===== config.mk =====
export PLATFORM = sky130hd
export DESIGN_NAME = riu_wr_iodelay_flat
export DESIGN_NICKNAME = d
export VERILOG_FILES = /design/src/rtl/riu_pkg.sv /design/src/rtl/riu_wr_iodelay_if.sv /design/src/rtl/riu_wait_timer.sv /design/src/rtl/riu_wr_iodelay.sv /design/src/flat_wrapper.sv
export SDC_FILE = /design/constraint.sdc
export NUM_CORES = 1
export LEC_CHECK = 0
export CAP_MARGIN = 20
export CORE_MARGIN = 5
export CORE_UTILIZATION = 30
export CTS_CLUSTER_DIAMETER = 120
export DETAILED_ROUTE_END_ITERATION = 6
export MAX_ROUTING_LAYER = met4
export PLACE_DENSITY = 0.55
export SYNTH_ARGS = -nofsm -noshare
export SYNTH_HDL_FRONTEND = slang
export SYNTH_SLANG_ARGS = --single-unit
export TNS_END_PERCENT = 5

===== constraint.sdc =====
create_clock -name clk -period 5.1 [get_ports clk]
set_clock_uncertainty 0.15 [all_clocks]
set_input_delay 0.51 -clock clk [delete_from_list [all_inputs] [get_ports clk]]
set_output_delay 0.51 -clock clk [all_outputs]
set_load 0.01 [all_outputs]

===== src/rtl/riu_pkg.sv =====
// Shared RIU definitions: bus widths, nibble-select codes, write-FSM states and
// the captured-request record.
package riu_pkg;

   localparam int RIU_ADDR_W = 6;
   localparam int RIU_DATA_W = 16;

   localparam logic [1:0] NIB_LO = 2'b01;
   localparam logic [1:0] NIB_HI = 2'b10;

   typedef enum logic [2:0] {
      ST_IDLE,
      ST_WAIT_FOR_VALID,
      ST_NIBBLE_SELECT,
      ST_WRITE,
      ST_SETTLE,
      ST_READBACK,
      ST_DONE
   } wr_state_e;

   typedef struct packed {
      logic [RIU_ADDR_W-1:0] addr;
      logic                  nib;
      logic [1:0]            bg;
      logic [RIU_DATA_W-1:0] data;
   } riu_req_t;

   function automatic logic [1:0] nib_code(input logic nib);
      return nib ? NIB_HI : NIB_LO;
   endfunction

endpackage


===== src/rtl/riu_wr_iodelay_if.sv =====
// Request/RIU signal bundle for the IODELAY register writer; slave is the
// writer side, master is the requester/RIU model side.
interface riu_wr_iodelay_if;
   import riu_pkg::*;

   logic                  trig_re;
   logic                  valid_i;
   logic                  nib_i;
   logic [1:0]            bg_i;
   logic [RIU_ADDR_W-1:0] addr_i;
   logic [RIU_DATA_W-1:0] wr_data_i;
   logic [RIU_DATA_W-1:0] riu_rd_data_bg0;
   logic [RIU_DATA_W-1:0] riu_rd_data_bg1;
   logic [RIU_DATA_W-1:0] riu_rd_data_bg2;
   logic [RIU_DATA_W-1:0] riu_rd_data_bg3;

   logic [RIU_ADDR_W-1:0] riu_addr;
   logic [1:0]            riu_nib_sel;
   logic [RIU_DATA_W-1:0] riu_wr_data;
   logic [3:0]            riu_wr_en_bg;
   logic                  wr_done_o;
   logic                  busy_o;
   logic                  err_o;

   modport slave (
      input  trig_re, valid_i, nib_i, bg_i, addr_i, wr_data_i,
             riu_rd_data_bg0, riu_rd_data_bg1, riu_rd_data_bg2, riu_rd_data_bg3,
      output riu_addr, riu_nib_sel, riu_wr_data, riu_wr_en_bg,
             wr_done_o, busy_o, err_o
   );

   modport master (
      output trig_re, valid_i, nib_i, bg_i, addr_i, wr_data_i,
             riu_rd_data_bg0, riu_rd_data_bg1, riu_rd_data_bg2, riu_rd_data_bg3,
      input  riu_addr, riu_nib_sel, riu_wr_data, riu_wr_en_bg,
             wr_done_o, busy_o, err_o
   );

endinterface


===== src/rtl/riu_wait_timer.sv =====
// Wait counter for the write FSM; expired flags the last allowed wait cycle.
// TIMEOUT_CYCLES of 0 never expires.
module riu_wait_timer #(
   parameter logic [15:0] TIMEOUT_CYCLES = 16'd1023
) (
   input  logic clk,
   input  logic rst,
   input  logic clr,
   input  logic en,
   output logic expired
);

   logic [15:0] cnt;

   always_ff @(posedge clk or posedge rst) begin
      if (rst)      cnt <= '0;
      else if (clr) cnt <= '0;
      else if (en)  cnt <= cnt + 16'd1;
   end

   assign expired = (TIMEOUT_CYCLES != 16'd0) && (cnt == TIMEOUT_CYCLES - 16'd1);

endmodule


===== src/rtl/riu_wr_iodelay.sv =====
// Single RIU register write sequencer with wait-for-valid timeout.
// Optional read-back verify when RIU_WR_VERIFY_EN is defined.
module riu_wr_iodelay
   import riu_pkg::*;
#(
   parameter logic [15:0] TIMEOUT_CYCLES = 16'd1023
) (
   input  logic              clk,
   input  logic              rst,
   riu_wr_iodelay_if.slave   bus
);

   wr_state_e state, state_nxt;
   riu_req_t  req_q;
   logic      accept, err_nxt, tmr_en, expired;

   logic [RIU_ADDR_W-1:0] addr_q;
   logic [1:0]            nib_q;
   logic [RIU_DATA_W-1:0] data_q;
   logic [3:0]            en_q;
   logic                  done_q, busy_q, err_q;

   function automatic logic nib_active(input wr_state_e s);
      return (s == ST_NIBBLE_SELECT) || (s == ST_WRITE) ||
             (s == ST_SETTLE) || (s == ST_READBACK);
   endfunction

   riu_wait_timer #(.TIMEOUT_CYCLES(TIMEOUT_CYCLES)) u_timer (
      .clk     (clk),
      .rst     (rst),
      .clr     (accept),
      .en      (tmr_en),
      .expired (expired)
   );

`ifdef RIU_WR_VERIFY_EN
   logic [RIU_DATA_W-1:0] rd_sel;
   always_comb begin
      rd_sel = bus.riu_rd_data_bg0;
      case (req_q.bg)
         2'd1:    rd_sel = bus.riu_rd_data_bg1;
         2'd2:    rd_sel = bus.riu_rd_data_bg2;
         2'd3:    rd_sel = bus.riu_rd_data_bg3;
         default: rd_sel = bus.riu_rd_data_bg0;
      endcase
   end
`else
   logic unused_rd;
   assign unused_rd = ^{bus.riu_rd_data_bg0, bus.riu_rd_data_bg1,
                        bus.riu_rd_data_bg2, bus.riu_rd_data_bg3};
`endif

   always_comb begin
      state_nxt = state;
      accept    = 1'b0;
      err_nxt   = err_q;
      tmr_en    = 1'b0;
      case (state)
         ST_IDLE: if (bus.trig_re) begin
            accept    = 1'b1;
            err_nxt   = 1'b0;
            state_nxt = ST_WAIT_FOR_VALID;
         end
         // valid wins over an expiring counter in the same cycle
         ST_WAIT_FOR_VALID: if (bus.valid_i) begin
            state_nxt = ST_NIBBLE_SELECT;
         end else begin
            tmr_en = 1'b1;
            if (expired) begin
               state_nxt = ST_DONE;
               err_nxt   = 1'b1;
            end
         end
         ST_NIBBLE_SELECT: state_nxt = ST_WRITE;
         ST_WRITE:         state_nxt = ST_SETTLE;
`ifdef RIU_WR_VERIFY_EN
         ST_SETTLE:        state_nxt = ST_READBACK;
         ST_READBACK: begin
            if (rd_sel != req_q.data) err_nxt = 1'b1;
            state_nxt = ST_DONE;
         end
`else
         ST_SETTLE:        state_nxt = ST_DONE;
`endif
         ST_DONE:          state_nxt = ST_IDLE;
         default:          state_nxt = ST_IDLE;
      endcase
   end

   // Outputs are registered from the next state so they line up with it.
   always_ff @(posedge clk or posedge rst) begin
      if (rst) begin
         state  <= ST_IDLE;
         req_q  <= '0;
         addr_q <= '0;
         nib_q  <= '0;
         data_q <= '0;
         en_q   <= '0;
         done_q <= 1'b0;
         busy_q <= 1'b0;
         err_q  <= 1'b0;
      end else begin
         state  <= state_nxt;
         err_q  <= err_nxt;
         if (accept) req_q <= '{addr: bus.addr_i, nib: bus.nib_i,
                                bg: bus.bg_i, data: bus.wr_data_i};
         if (nib_active(state_nxt)) addr_q <= req_q.addr;
         nib_q  <= nib_active(state_nxt) ? nib_code(req_q.nib) : 2'b00;
         if (state_nxt == ST_WRITE) data_q <= req_q.data;
         en_q   <= (state_nxt == ST_WRITE) ? (4'b0001 << req_q.bg) : 4'b0000;
         done_q <= (state_nxt == ST_DONE);
         busy_q <= (state_nxt != ST_IDLE);
      end
   end

   assign bus.riu_addr     = addr_q;
   assign bus.riu_nib_sel  = nib_q;
   assign bus.riu_wr_data  = data_q;
   assign bus.riu_wr_en_bg = en_q;
   assign bus.wr_done_o    = done_q;
   assign bus.busy_o       = busy_q;
   assign bus.err_o        = err_q;

endmodule


===== src/flat_wrapper.sv =====
// flat-port wrapper written by rule: the top's interface ports become plain ports
module riu_wr_iodelay_flat import riu_pkg::*;
#(
   parameter logic [15:0] TIMEOUT_CYCLES = 16'd1023
)
  (clk, rst, bus_trig_re, bus_valid_i, bus_nib_i, bus_bg_i, bus_addr_i, bus_wr_data_i, bus_riu_rd_data_bg0, bus_riu_rd_data_bg1, bus_riu_rd_data_bg2, bus_riu_rd_data_bg3, bus_riu_addr, bus_riu_nib_sel, bus_riu_wr_data, bus_riu_wr_en_bg, bus_wr_done_o, bus_busy_o, bus_err_o);
  riu_wr_iodelay_if bus_i ();
  input  logic clk;
  input  logic rst;
  input wire logic [$bits(bus_i.trig_re)-1:0] bus_trig_re;
  input wire logic [$bits(bus_i.valid_i)-1:0] bus_valid_i;
  input wire logic [$bits(bus_i.nib_i)-1:0] bus_nib_i;
  input wire logic [$bits(bus_i.bg_i)-1:0] bus_bg_i;
  input wire logic [$bits(bus_i.addr_i)-1:0] bus_addr_i;
  input wire logic [$bits(bus_i.wr_data_i)-1:0] bus_wr_data_i;
  input wire logic [$bits(bus_i.riu_rd_data_bg0)-1:0] bus_riu_rd_data_bg0;
  input wire logic [$bits(bus_i.riu_rd_data_bg1)-1:0] bus_riu_rd_data_bg1;
  input wire logic [$bits(bus_i.riu_rd_data_bg2)-1:0] bus_riu_rd_data_bg2;
  input wire logic [$bits(bus_i.riu_rd_data_bg3)-1:0] bus_riu_rd_data_bg3;
  output wire logic [$bits(bus_i.riu_addr)-1:0] bus_riu_addr;
  output wire logic [$bits(bus_i.riu_nib_sel)-1:0] bus_riu_nib_sel;
  output wire logic [$bits(bus_i.riu_wr_data)-1:0] bus_riu_wr_data;
  output wire logic [$bits(bus_i.riu_wr_en_bg)-1:0] bus_riu_wr_en_bg;
  output wire logic [$bits(bus_i.wr_done_o)-1:0] bus_wr_done_o;
  output wire logic [$bits(bus_i.busy_o)-1:0] bus_busy_o;
  output wire logic [$bits(bus_i.err_o)-1:0] bus_err_o;
  assign bus_i.trig_re = bus_trig_re;
  assign bus_i.valid_i = bus_valid_i;
  assign bus_i.nib_i = bus_nib_i;
  assign bus_i.bg_i = bus_bg_i;
  assign bus_i.addr_i = bus_addr_i;
  assign bus_i.wr_data_i = bus_wr_data_i;
  assign bus_i.riu_rd_data_bg0 = bus_riu_rd_data_bg0;
  assign bus_i.riu_rd_data_bg1 = bus_riu_rd_data_bg1;
  assign bus_i.riu_rd_data_bg2 = bus_riu_rd_data_bg2;
  assign bus_i.riu_rd_data_bg3 = bus_riu_rd_data_bg3;
  assign bus_riu_addr = bus_i.riu_addr;
  assign bus_riu_nib_sel = bus_i.riu_nib_sel;
  assign bus_riu_wr_data = bus_i.riu_wr_data;
  assign bus_riu_wr_en_bg = bus_i.riu_wr_en_bg;
  assign bus_wr_done_o = bus_i.wr_done_o;
  assign bus_busy_o = bus_i.busy_o;
  assign bus_err_o = bus_i.err_o;
  riu_wr_iodelay #(.TIMEOUT_CYCLES(TIMEOUT_CYCLES)) u_core (.clk(clk), .rst(rst), .bus(bus_i));
endmodule

* Word level (Yosys, flattened, before mapping)
Cells that the tools add are included.
** Word-level totals
- Output and inout bits :: 31
- Register bits after elaboration :: 75
** Cells by class
- Reductions and logical operators :: 8
- Equal/unequal tests :: 13
- Shift operators :: 1
- $add $sub $neg :: 1
- Mux-type cells :: 17
** Operator list (number)
- $mux W16 :: 2
- $add A16 B1 Y16 const B :: 1
- $eq A16 B10 Y1 const B :: 1
- $pmux W3 S5 :: 1
- $eq A3 B2 Y1 const B :: 4
- $eq A3 B3 Y1 const B :: 4
- $mux W3 :: 3
- $mux W1 :: 7
- $mux W2 :: 2
- $mux W4 :: 1
- $ne A2 B2 Y1 const B :: 2
- $reduce_and A4 Y1 :: 1
- $reduce_bool A2 Y1 :: 2
- $shl A1 B2 Y4 const A :: 1
- $eq A3 B1 Y1 const B :: 1
- $logic_not A3 Y1 :: 1
- $logic_or A1 B1 Y1 :: 3
- $reduce_bool A3 Y1 :: 1
- $ne A2 B1 Y1 const B :: 1
- $pmux W1 S2 :: 1

* Longest topological paths before layout
Gate-level depths: netlist of the first run.
- Depth after elaboration :: 9
- Depth in mapped cells :: 6

* Modules after synthesis
Synthesis of the first run repeated with hierarchy kept, for this count alone.
** Second synthesis, totals
- Cells, all modules :: 229
- Area, all modules :: 3193.1 um^2
** By module, submodules not included
- riu_wr_iodelay :: area an instance 2331.0 um^2, sequential area each 1476.4 um^2, times used 1, cells each 143
- riu_wait_timer :: area an instance 862.1 um^2, sequential area each 400.4 um^2, times used 1, cells each 86

* Worst setup path before layout of the first run
OpenSTA, ideal clock, no wires.
- Kind :: input to register
- From :: input port bus_valid_i
- To :: register u_core.u_timer.cnt[14]
- Setup slack :: 3.102 ns
- Buffers on the path :: 0
- Data required time :: 4.872 ns
- Stages on the path :: 4
- Arrival :: 1.770 ns
- Cells stage by stage :: or4b_4 > or2_4 > or3_1 > a21oi_1
** Between the ends
- Word-level cells in the longest chain between the ends :: 3
** RTL lines
- start: declaration :: RTL line flat_wrapper.sv:11 : input wire logic [$bits(bus_i.valid_i)-1:0] bus_valid_i;
- $mux W1 :: RTL line riu_wr_iodelay.sv:65 : ST_WAIT_FOR_VALID: if (bus.valid_i) begin
- $mux W1 :: RTL line riu_wr_iodelay.sv:58 : case (state)
- $reduce_bool A2 Y1 (no line)
- end signal: assignment :: RTL line riu_wait_timer.sv:18 : else if (en) cnt <= cnt + 16'd1;
- end: declaration :: RTL line riu_wait_timer.sv:13 : logic [15:0] cnt;
No other way between the ends.
A chain may end at the register's enable or synchronous reset.

* Final worst setup path of the first run
- From :: input port bus_trig_re
- To :: register u_core.u_timer.cnt[11]
** Between the ends
- Word-level cells in the longest chain between the ends :: 3
** RTL lines
- start: declaration :: RTL line flat_wrapper.sv:10 : input wire logic [$bits(bus_i.trig_re)-1:0] bus_trig_re;
- $mux W1 * :: RTL line riu_wr_iodelay.sv:59 : ST_IDLE: if (bus.trig_re) begin
- $mux W1 * :: RTL line riu_wr_iodelay.sv:58
- $mux W16 or $reduce_bool A2 Y1 (tied branches)
Every way passes the cells marked *; elsewhere a longest branch is shown, timed or not.

==> results.py, run 1 <==
metrics = {
    "outcome": {
        "outcome": "completed",
    },
    "critical_path": {
        "max_stage_delay_ps": 970,
        "reg2regPathDepth": 4,
        "path_cells": "clkdlybuf4s50_1 > or4b_2 > nand2_1 > a31oi_1 > a41o_1",
        "r2r-end": "u_core.u_timer.cnt[11]",
        "path_max_fanout": 29,
        "cp_slowest_cell": "or4b_2",
        "cp-end-kind": "flip-flop",
        "cp.arrival_ps": 2440,
        "rrSetupSlack_ps": 2730,
        "worstPathRequired_ps": 5180,
        "worstSetupPathType": "in -> reg",
        "cp-start-kind": "primary input",
        "critPathTopFamily": "simple AND/OR/NAND/NOR gates",
        "rr_startpoint": "u_core.state[0]",
        "crit_buf_inv": 1,
    },
    "worst_hold_path": {
        "hold_path.class": "reg -> reg",
        "hold_depth": 1,
        "min_to": "u_core.bus.riu_nib_sel[0]",
        "min-delay-start": "u_core.req_q[18]",
    },
    "floorplanning": {
        "start_util": 0.302,
        "top_level_ports": 124,
        "die-area_um2": 12400,
        "fp.dieW_um": 111,
        "core_area_um2": 10200,
        "fp.dieH_um": 111,
        "fp-row-count": 37,
    },
    "route": {
        "first_iter_violations": 96,
        "ant_nets": 0,
        "via_per_inst": 4.49,
        "drc_errors": 0,
        "first_pass_iters": 5,
        "vias": 2194,
        "wl_um": 6470,
        "avgRoutedWirePerCell_um": 13.2,
    },
    "global_route": {
        "antenna_found_initial": 0,
        "grt_overflow_total": 0,
        "grt_pass1_vias": 2296,
        "grt_pass1_wl_um": 11200,
        "grt_max_degree": 76,
        "grtUsageTotal": 0.116,
    },
    "yosys": {
        "ys_top_cells_by_area": "dfrtp_1 (61%), nand2_1 (11%), mux2_2 (8.0%)",
        "synth-main-ff-cell": "dfrtp_1",
        "yosysTopAreaCell": "dfrtp_1",
        "synth_top_family_by_area": "simple AND/OR/NAND/NOR gates",
        "synth-edff-count": 0,
        "synth_cell_type_count": 36,
        "synth_area_um2": 3080,
        "synth_compound_area_frac": 0.0313,
        "synth_nets": 382,
        "synthAdderAreaFrac": 0.00812,
        "synth.mux.area_fraction": 0.0902,
        "yosysSeqAreaShare": 0.609,
        "ys_warn_count": 0,
        "synth_xor_xnor_area_share": 0.0256,
        "synth_top_area_frac": 0.609,
        "syn_avg_cell_area_um2": 10.7,
        "synth-simple-area-share": 0.212,
        "ys_ff_latch": 75,
        "syn_inst": 287,
        "synth-async-reset-ratio": 1.00,
    },
    "clock_tree": {
        "cts.path.max_buffers": 2,
        "cts_hold_buffers": 0,
        "clk_pin_slew_ps": 80,
        "cts_tree": "yes",
        "htree_levels": 3,
        "ctsResizeCount": 0,
        "cts_buffers": 9,
        "cts_num_sinks": 75,
        "root_buffer": "clkbuf_8",
        "insertion_delay_ps": 340,
        "post_cts_buffers": 0,
    },
    "timing": {
        "slew_headroom": 0.359,
        "drv_slew": 0,
        "hold_viol": 0,
        "period_minus_slack_ps": 2370,
        "rsz0062_at_grt": "no",
        "finalSetupTns_ps": 0,
        "setup_viol": 0,
        "fin_crit_sh": 0.464,
        "fmax_mhz": 422,
        "tightest_slew_ps": 961,
    },
    "cells_and_area": {
        "final_common_cell": "nand2_1",
        "final_cell_mix": "nand2_1 (88), dfrtp_1 (75), clkdlybuf4s50_1 (59)",
        "n_antenna_cell": 0,
        "stdcell_area_um2": 4010,
        "final_nets": 444,
        "post_route_cells_drive_above_1_share": 0.139,
        "fin_cells": 489,
        "area_delta_synth_final_pct": 30.2,
    },
    "place": {
        "hpwl_um": 4150,
        "io_buffers": 59,
        "place_inst": 474,
        "place.gp.congestion": 0.737,
        "dpl_cell_area_um2": 3820,
    },
    "power_and_ir_drop": {
        "power.density_nw_per_um2": 530,
        "ir_drop_mv": 0.272,
        "power_leakage_uw": 0.00181,
    },
    "run": {
        "drv_cap": 0,
    },
}
[through the flow]
stage                     total power [µW]  setup WS (ps)  hold WS [ps]  utilization
final                                 2120           2730           309        0.394
after global placement                1690           2400           295        0.375
after detailed placement              1710           2380           295        0.375
after floorplan                       1370           2530           272            -
after CTS                             2160           2720           315        0.394
after global routing                  2290           2620           347        0.394
[sequential cells by signal, summed over array words and instances, names as in the netlist]
signal,cells
u_core.bus.busy_o,1
u_core.bus.err_o,1
u_core.bus.riu_addr,6
u_core.bus.riu_nib_sel,2
u_core.bus.riu_wr_data,16
u_core.bus.riu_wr_en_bg,4
u_core.bus.wr_done_o,1
u_core.req_q,25
u_core.state,3
u_core.u_timer.cnt,16
[power breakdown]
part	leakage (µW)	total, µW	switching (µW)	internal (µW)
logic	0.000753	726	326	399
clock network	0.0000955	449	225	224
registers	0.000965	949	141	809
total	0.00181	2120	692	1430
[synthesized netlist by cell type (2+ instances only)]
cell type,count
nand4_1,4
nor4b_1,3
xor2_1,4
nand2_1,88
xnor2_1,5
nor3_1,6
nand3_1,6
inv_1,4
a21oi_1,5
mux2_2,22
ha_1,2
nor2_1,19
a31oi_1,2
dfrtp_1,75
or3_1,3
clkbuf_1,6
nand2b_1,3
nor4_1,2
o21ai_0,5
mux2i_1,3
buf_2,5
[cell type report]
cell class / instances / area, µm²
Clock buffer: 9 / 124
Clock inverter: 6 / 65.1
Fill cell: 1066 / 6170
Inverter: 4 / 16.3
Multi-Input combinational cell: 196 / 1140
Sequential cell: 75 / 1880
Tap cell: 136 / 170
Timing Repair Buffer: 63 / 621
[how the worst max path moves through the flow]
stage | end | slack, ps | from | cells past startpoint
after floorplan | u_core.bus.busy_o | 2530 | rst | 1
after global placement | u_core.u_timer.cnt[11] | 2400 | bus_trig_re | 5
after detailed placement | u_core.u_timer.cnt[11] | 2380 | bus_trig_re | 5
after CTS | u_core.u_timer.cnt[11] | 2720 | u_core.state[0] | 4
after global routing | u_core.u_timer.cnt[11] | 2620 | u_core.state[0] | 4
final | u_core.u_timer.cnt[11] | 2730 | bus_trig_re | 5
[worst reg2reg max path, cell delays in order (launching register included)]
cell and delay, ps:
dfrtp_1 540, or4b_2 1100, nand2_1 190, a31oi_1 60, a41o_1 220
[layer usage]
layer,share of wire,up-vias,global-route usage
met3,0.036,6,0.0326
met1,0.47,1069,0.145
met5,0,-,-
met4,0.012,0,0.0365
li1,-,1079,-
met2,0.48,40,0.182
[cell families (layout without fill, tap and decap cells)]
family          Yosys count  in the layout
compound gates           16             16
xor+xnor                  9              9
fa+ha+maj                 2              2
buf+inv                  16             82
flops                    75             75
mux                      25             25
simple gates            144            144
(Power assumes the default switching activity.)
==> run 2: changes to the inputs <==
==> constraint.sdc (replaced) <==
create_clock -name clk -period 2.4 [get_ports clk]
set_clock_uncertainty 0.15 [all_clocks]
set_input_delay 0.24 -clock clk [delete_from_list [all_inputs] [get_ports clk]]
set_output_delay 0.24 -clock clk [all_outputs]
set_load 0.01 [all_outputs]
==> run 2 against run 1 <==
  * Sequential share of layout area is 2.0 points lower
  * Via count is 1.9% higher
  * Worst setup slack worse by 2400 ps
  * Combinational power is 130% higher
  * Sequential power is 110% higher
  * Final cell count is 2.7% higher
  * Worst hold slack worse by 42 ps
  * Critical endpoint is now u_core.u_timer.cnt[14]
  * First-iteration DRC count is 31% lower
  * Clock power grew to 2.7 times the previous value
  * Clock-buffer cell count is 2 higher
==> results.py, run 2 (synthesis results as in run 1) <==
metrics = {
    "route": {
        "first_iter_violations": 66,
        "first_pass_iters": 4,
        "vias": 2235,
        "avgRoutedWirePerCell_um": 13.0,
        "via_per_inst": 4.45,
        "wl_um": 6540,
        "ant_nets": 0,
        "drc_errors": 0,
    },
    "timing": {
        "hold_viol": 0,
        "rsz0062_at_grt": "no",
        "fmax_mhz": 479,
        "drv_slew": 0,
        "worst_slack_ps": 312,
        "period_minus_slack_ps": 2090,
        "slew_headroom": 0.746,
        "setup_viol": 0,
        "finalSetupTns_ps": 0,
        "fin_crit_sh": 0.870,
        "tightest_slew_ps": 380,
    },
    "clock_tree": {
        "insertion_delay_ps": 340,
        "cts_tree": "yes",
        "htree_levels": 3,
        "cts_num_sinks": 75,
        "cts.path.max_buffers": 2,
        "post_cts_buffers": 0,
        "cts_buffers": 9,
        "clk_pin_slew_ps": 80,
        "root_buffer": "clkbuf_8",
    },
    "critical_path": {
        "r2r-end": "u_core.u_timer.cnt[14]",
        "cp.arrival_ps": 2210,
        "worstPathRequired_ps": 2520,
        "cp_slowest_cell": "or4b_4",
        "path_cells": "or4b_4 > or2_4 > or3_1 > a21oi_1",
        "cp-end-kind": "flip-flop",
        "max_stage_delay_ps": 600,
        "crit_end": "u_core.u_timer.cnt[14]",
        "rrSetupSlack_ps": 310,
        "worstSetupPathType": "reg -> reg",
        "rr_startpoint": "u_core.state[1]",
        "critPathTopFamily": "simple AND/OR/NAND/NOR gates",
        "crit_start": "u_core.state[1]",
        "crit_buf_inv": 0,
        "reg2regPathDepth": 4,
        "path_max_fanout": 10,
        "path_depth": 4,
        "cp-start-kind": "flip-flop",
    },
    "outcome": {
        "outcome": "completed",
    },
    "floorplanning": {
        "die-area_um2": 12400,
        "fp-row-count": 37,
        "core_area_um2": 10200,
        "top_level_ports": 124,
        "start_util": 0.302,
        "fp.dieW_um": 111,
        "fp.dieH_um": 111,
    },
    "global_route": {
        "grt_pass1_vias": 2346,
        "antenna_found_initial": 0,
        "grt_overflow_total": 0,
        "grt_max_degree": 29,
        "grt_pass1_wl_um": 11300,
        "grtUsageTotal": 0.116,
    },
    "power_and_ir_drop": {
        "ir_drop_mv": 0.506,
        "power.density_nw_per_um2": 1160,
        "power_leakage_uw": 0.00191,
    },
    "place": {
        "post-place-ws_ps": 93.6,
        "hpwl_um": 4550,
        "io_buffers": 59,
        "dpl_cell_area_um2": 3930,
        "place.gp.congestion": 0.760,
    },
    "cells_and_area": {
        "post-route-util": 0.411,
        "final_common_cell": "nand2_1",
        "top_register": "u_core.req_q",
        "largest_reg_flops": 25,
        "fillers": 1010,
        "final_cell_mix": "nand2_1 (88), dfrtp_1 (75), clkdlybuf4s50_1 (59)",
        "area_delta_synth_final_pct": 36.0,
        "final_nets": 456,
        "post_route_cells_drive_above_1_share": 0.164,
        "stdcell_area_um2": 4190,
        "n_antenna_cell": 0,
    },
    "run": {
        "drv_cap": 0,
    },
    "worst_hold_path": {
        "hold_path.class": "in -> reg",
        "min-delay-start": "bus_wr_data_i[9]",
    },
}
[run 2: cell count changes in the layout (fill, tap and decap cells not counted), moves of 2 or more]
cell       change
buf_4          +9
buf_12         +2
bufinv_16      +2
clkinv_2       -2
[run 2: layout make-up]
class,instances,area [µm²],share of cell area
Clock buffer,11,141,0.0338
Clock inverter,5,108,0.0257
Inverter,4,16.3,0.00388
Multi-Input combinational cell,196,1140,0.272
Sequential cell,75,1880,0.448
Tap cell,136,170,0.0406
Timing Repair Buffer,75,738,0.176
[run 2: stage by stage]
stage	instances	hold WS [ps]	total power (µW)
2_1_floorplan	287	195	2920
3_3_place_gp	485	292	3690
3_5_place_dp	485	296	3740
4_1_cts	502	241	4970
5_1_grt	502	254	5220
6_report	502	267	4870
[run 2: timing repair]
action	4_1_cts	5_1_grt
endpoints found under the hold margin	10	0
setup endpoints to repair	0	0
hold buffers	1	0
resized for setup	0	0
[run 2: per-layer routing]
metal,part of all wire,routed length [µm],vias to the layer above,global-route usage
li1,-,-,1099,-
met1,0.47,3070,1080,0.143
met2,0.47,3100,46,0.181
met3,0.042,272,10,0.0342
met4,0.016,104,0,0.0446
met5,0,0,-,-
[run 2: worst reg2reg max path, stage by stage, from the launching register on]
cell     delay [ps]
dfrtp_1         490
or4b_4          600
or2_4           300
or3_1           340
a21oi_1         150
[run 2: power by group]
group	switching, µW	leakage (µW)	internal [µW]	total [µW]
logic	760	0.000818	939	1700
registers	256	0.000965	1720	1980
clock network	469	0.000125	727	1200
total	1480	0.00191	3390	4870
[run 2: how the worst min path moves through the flow]
stage | slack, ps | to | cells after the start
floorplan | 200 | u_core.req_q[0] | 2
global placement | 290 | u_core.bus.riu_nib_sel[0] | 1
detailed placement | 300 | u_core.bus.riu_nib_sel[0] | 1
CTS | 240 | u_core.req_q[2] | 3
global route | 250 | u_core.req_q[9] | 3
finish | 270 | u_core.req_q[9] | 3
